==> config.mk <==
export PLATFORM = sky130hd
export DESIGN_NAME = uart_tx
export DESIGN_NICKNAME = d
export VERILOG_FILES = /design/src/rtl/uart_pkg.sv /design/src/rtl/uart_baud_tick.sv /design/src/rtl/uart_tx.sv
export SDC_FILE = /design/constraint.sdc
export NUM_CORES = 1
export LEC_CHECK = 0
export CORE_MARGIN = 3
export CORE_UTILIZATION = 50
export DETAILED_ROUTE_END_ITERATION = 6
export GPL_ROUTABILITY_DRIVEN = 1
export MAX_ROUTING_LAYER = met4
export PLACE_DENSITY_LB_ADDON = 0.12
export SKIP_LAST_GASP = 1
export SYNTH_ARGS = -nofsm -noshare
export SYNTH_HDL_FRONTEND = slang
export SYNTH_SLANG_ARGS = --single-unit
==> constraint.sdc <==
create_clock -name clk -period 1.6 [get_ports clk]
set_clock_uncertainty 0.1 [all_clocks]
set_input_delay 0.32 -clock clk [delete_from_list [all_inputs] [get_ports clk]]
set_output_delay 0.32 -clock clk [all_outputs]
set_load 0.01 [all_outputs]
==> src/rtl/uart_pkg.sv <==
// Shared types and constants for the UART transmitter.
// Optional even-parity support is selected with the UART_TX_PARITY_EN macro.
package uart_pkg;

  typedef enum logic [2:0] {
    IDLE   = 3'd0,
    START  = 3'd1,
    DATA   = 3'd2,
    PARITY = 3'd3,
    STOP   = 3'd4
  } uart_state_t;

  localparam logic LINE_IDLE = 1'b1;
  localparam logic START_BIT = 1'b0;

  localparam int unsigned DEF_DATA_BITS = 8;

endpackage

==> src/rtl/uart_baud_tick.sv <==
// Bit-period divider: pulses bit_done_c on the last clk of each bit period.
module uart_baud_tick #(
  parameter int unsigned CLKS_PER_BIT = 1
) (
  input  logic clk,
  input  logic nrst,
  input  logic clr,
  input  logic en,
  output logic bit_done_c
);

  localparam int unsigned CW = (CLKS_PER_BIT > 1) ? $clog2(CLKS_PER_BIT) : 1;

  logic [CW-1:0] cnt;

  assign bit_done_c = en && (cnt == CW'(CLKS_PER_BIT - 1));

  // Divider counter, restarted on every bit boundary and on frame acceptance
  always_ff @(posedge clk) begin
    if (nrst || clr) begin
      cnt <= '0;
    end else if (bit_done_c) begin
      cnt <= '0;
    end else if (en) begin
      cnt <= cnt + CW'(1);
    end
  end

endmodule

==> src/rtl/uart_tx.sv <==
// UART transmitter: start bit, DATA_BITS data bits LSB first, STOP_BITS stop bits.
// Defining UART_TX_PARITY_EN inserts an even-parity bit between data and stop.
module uart_tx
  import uart_pkg::*;
#(
  parameter int unsigned DATA_BITS    = DEF_DATA_BITS,
  parameter int unsigned CLKS_PER_BIT = 1,
  parameter int unsigned STOP_BITS    = 1
) (
  input  logic                 clk,
  input  logic                 nrst,
  input  logic                 start,
  input  logic [DATA_BITS-1:0] data,
  output logic                 q,
  output logic                 ready
);

  localparam int unsigned BW = $clog2(DATA_BITS);

  uart_state_t          state, state_n;
  logic [DATA_BITS-1:0] shreg, shreg_n;
  logic [BW-1:0]        bitcnt, bitcnt_n;
  logic                 stopcnt, stopcnt_n;
  logic                 q_n, ready_n;
  logic                 accept_c;
  logic                 bit_done_c;
`ifdef UART_TX_PARITY_EN
  logic                 par, par_n;
`endif

  uart_baud_tick #(
    .CLKS_PER_BIT(CLKS_PER_BIT)
  ) u_tick (
    .clk        (clk),
    .nrst       (nrst),
    .clr        (accept_c),
    .en         (state != IDLE),
    .bit_done_c (bit_done_c)
  );

  // State and registered line outputs
  always_ff @(posedge clk) begin
    if (nrst) begin
      state   <= IDLE;
      shreg   <= '0;
      bitcnt  <= '0;
      stopcnt <= 1'b0;
      q       <= LINE_IDLE;
      ready   <= 1'b1;
`ifdef UART_TX_PARITY_EN
      par     <= 1'b0;
`endif
    end else begin
      state   <= state_n;
      shreg   <= shreg_n;
      bitcnt  <= bitcnt_n;
      stopcnt <= stopcnt_n;
      q       <= q_n;
      ready   <= ready_n;
`ifdef UART_TX_PARITY_EN
      par     <= par_n;
`endif
    end
  end

  // Next-state, shift and next line level; q/ready are derived from the next state
  always_comb begin
    state_n   = state;
    shreg_n   = shreg;
    bitcnt_n  = bitcnt;
    stopcnt_n = stopcnt;
    accept_c  = 1'b0;
`ifdef UART_TX_PARITY_EN
    par_n     = par;
`endif

    case (state)
      IDLE: begin
        if (start) begin
          accept_c  = 1'b1;
          shreg_n   = data;
          bitcnt_n  = '0;
          stopcnt_n = 1'b0;
          state_n   = START;
`ifdef UART_TX_PARITY_EN
          par_n     = ^data;
`endif
        end
      end
      START: begin
        if (bit_done_c) state_n = DATA;
      end
      DATA: begin
        if (bit_done_c) begin
          shreg_n = shreg >> 1;
          if (bitcnt == BW'(DATA_BITS - 1)) begin
            bitcnt_n = '0;
`ifdef UART_TX_PARITY_EN
            state_n  = PARITY;
`else
            state_n  = STOP;
`endif
          end else begin
            bitcnt_n = bitcnt + BW'(1);
          end
        end
      end
      PARITY: begin
`ifdef UART_TX_PARITY_EN
        if (bit_done_c) state_n = STOP;
`else
        state_n = IDLE;
`endif
      end
      STOP: begin
        if (bit_done_c) begin
          if (stopcnt == 1'(STOP_BITS - 1)) begin
            stopcnt_n = 1'b0;
            state_n   = IDLE;
          end else begin
            stopcnt_n = stopcnt + 1'b1;
          end
        end
      end
      default: state_n = IDLE;
    endcase

    case (state_n)
      START:   q_n = START_BIT;
      DATA:    q_n = shreg_n[0];
`ifdef UART_TX_PARITY_EN
      PARITY:  q_n = par_n;
`endif
      default: q_n = LINE_IDLE;
    endcase

    ready_n = (state_n == IDLE);
  end

endmodule

==> impl_metrics.toml <==
[setup_path]
end_kind = "output pin"
arrival_ns = 1.12
worst-setup-path-type = "flip-flop to output pin"
cp_max_fo = 1
start_kind = "flip-flop"
cpPeakStageDelay_ns = 0.52
crit_required_ns = 1.18
cp_cell_sequence = "clkdlybuf4s50_1"
path_buf_inv = 1
crit_path_top_delay_cell = "clkdlybuf4s50_1"
crit_family = "buffers and inverters"

[placed_design]
io_buffers = 12
dp_hpwl_mm = 1.336
gp_congestion = 0.8664
place_area_mm2 = 0.001003
place_ws_ns = -0.2447

[global_routing]
globalRouteOverflowTotal = 0
grt_pass1_vias = 713
grt_pass1_wl_mm = 3.180
antenna_found_initial = 0
grt_start_max_net_pins = 14
grt.total_usage_pct = 21.55

[cells_and_area]
syn_to_final_growth_pct = 28.39
layout.nets = 120
antenna_cells = 0
fillCellCount = 121
drive_gt1_share_pct = 20.75
design_area_mm2 = 0.001030

[floorplan]
fp.dieW_um = 46.05
io-pin-count = 13
die_area_mm2 = 0.002121
die_y_um = 46.05
core_mm2 = 0.001399
num_rows = 13
initial_core_util_pct = 57.33

[yosys]
synthArstFlopShare_pct = 0
synth_edf_count = 0
yosys-top-cells-count = "dfxtp_1 (17), a21oi_1 (10), nand3_1 (10)"
avgSynthCellArea_um2 = 9.781
yosysMostFrequentCell = "dfxtp_1"
yosysWarnings = 0
ys_seq_area_share_pct = 42.43
syn_area_um2 = 802.0
synth_seq_cells = 17
synth_flop_cell = "dfxtp_1"
syn_inst = 82
synthTopCellsByArea = "dfxtp_1 (42%), a21oi_1 (6.2%), nand3_1 (6.2%)"
synth_top_area_share_pct = 42.43
synth_nets = 95
synth.distinct_cells = 28
synth_top_area_cell = "dfxtp_1"

[detailed_routing]
wl_mm = 1.807
viasPerCell = 6.066
drt_iter0_markers = 12
wl_per_cell_um = 14.93
antenna_left = 0
via_count = 734
drc = 0
first_pass_iters = 4

[timing]
setup_tns_ns = 0
fmax_mhz = 648.5
relSlewSlack_pct = 69.77
hold_violations = 0
finalHoldWorstSlack_ns = 0.3675
finalCritPeriodShare_pct = 96.38
setup-violations-final = 0
slew_violations = 0
worst_pin_slew_ns = 0.4494
setup_slack_ns = 0.05787
min_period_ns = 1.542
rsz0062_at_grt = "false"

[clock_network]
ctsLongestPathBuffers = 2
clock_latency_ns = 0.28
clk_pin_slew_ns = 0.10
cts_resized = 0
cts_setup_buffers = 0
root_buffer = "clkbuf_4"
cts_sinks = 17
htreeDepth = 1
cts_tree = "done"
cts_made_buffers = 3
hold_buffers = 0

[pwr]
power.total_mw = 0.8583
leakage_nw = 0.3911
power_density_mw_per_mm2 = 833.5
max-vdd-ir-drop_mv = 0.4896

[job]
drv_cap = 0

[run_status]
status = "complete, no violations"

[worst_hold_path]
hp-class = "flip-flop to flip-flop"
[worst paths after layout]
kind             from  endpoint  slack, ns  cells after the start
max             ready     ready       0.06                      1
max reg2reg  state[0]     ready       0.12                      5
min          shreg[5]  shreg[5]       0.37                      2
min reg2reg  shreg[5]  shreg[5]       0.37                      2
[through the flow]
step / utilization [%] / std cells
6_report: 73.61 / 121
5_1_grt: 73.61 / 121
4_1_cts: 73.61 / 121
3_5_place_dp: 71.74 / 117
3_3_place_gp: 71.74 / 117
2_1_floorplan: - / 82
[layout by cell type, fill, tap and decap left out, drive strengths merged, types with 3 or more instances in the layout]
cell type	count
a211oi	3
a21oi	10
a22oi	6
buf	15
clkbuf	4
clkdlybuf4s50	12
dfxtp	17
nand3	10
nand4	3
nor2	3
[logic make-up after synthesis]
family / after synthesis / share of synthesized area (%)
and+or+nand+nor: 32 / 28.55
AOI/OAI and AO/OA: 22 / 17.00
DFF: 17 / 42.43
buffers and inverters: 7 / 6.238
muxes: 2 / 2.652
adders and majority gates: 2 / 3.120
[metal layers]
metal	vias up	wire length, um	GRT usage, %
li1	362	-	-
met1	351	856	29.76
met2	19	840	30.22
met3	2	96	5.078
met4	0	13	7.955
met5	-	0	-
[where the power goes]
group          internal [mW]  switching (mW)  total [mW]  leakage [nW]
logic                 0.0946          0.0768       0.171         0.237
clock network         0.0968           0.129       0.225        0.0150
registers              0.448          0.0136       0.461         0.139
total                  0.639           0.219       0.858         0.391
[area by class of cell]
cell class                 count  area (um^2)  area share (%)
clock buffer                   4        26.28           2.552
sequential                    17        340.3           33.05
tap                           15        18.77           1.823
multi-input combinational     58        411.6           39.98
timing repair buffer          27        232.7           22.60
[registers in the layout, indices dropped and copies added (netlist names)]
register and count:
bitcnt 3, q 1, shreg 8, u_tick.cnt 1, state 3, ready 1
No activity file was read; power rests on OpenSTA's default activity.
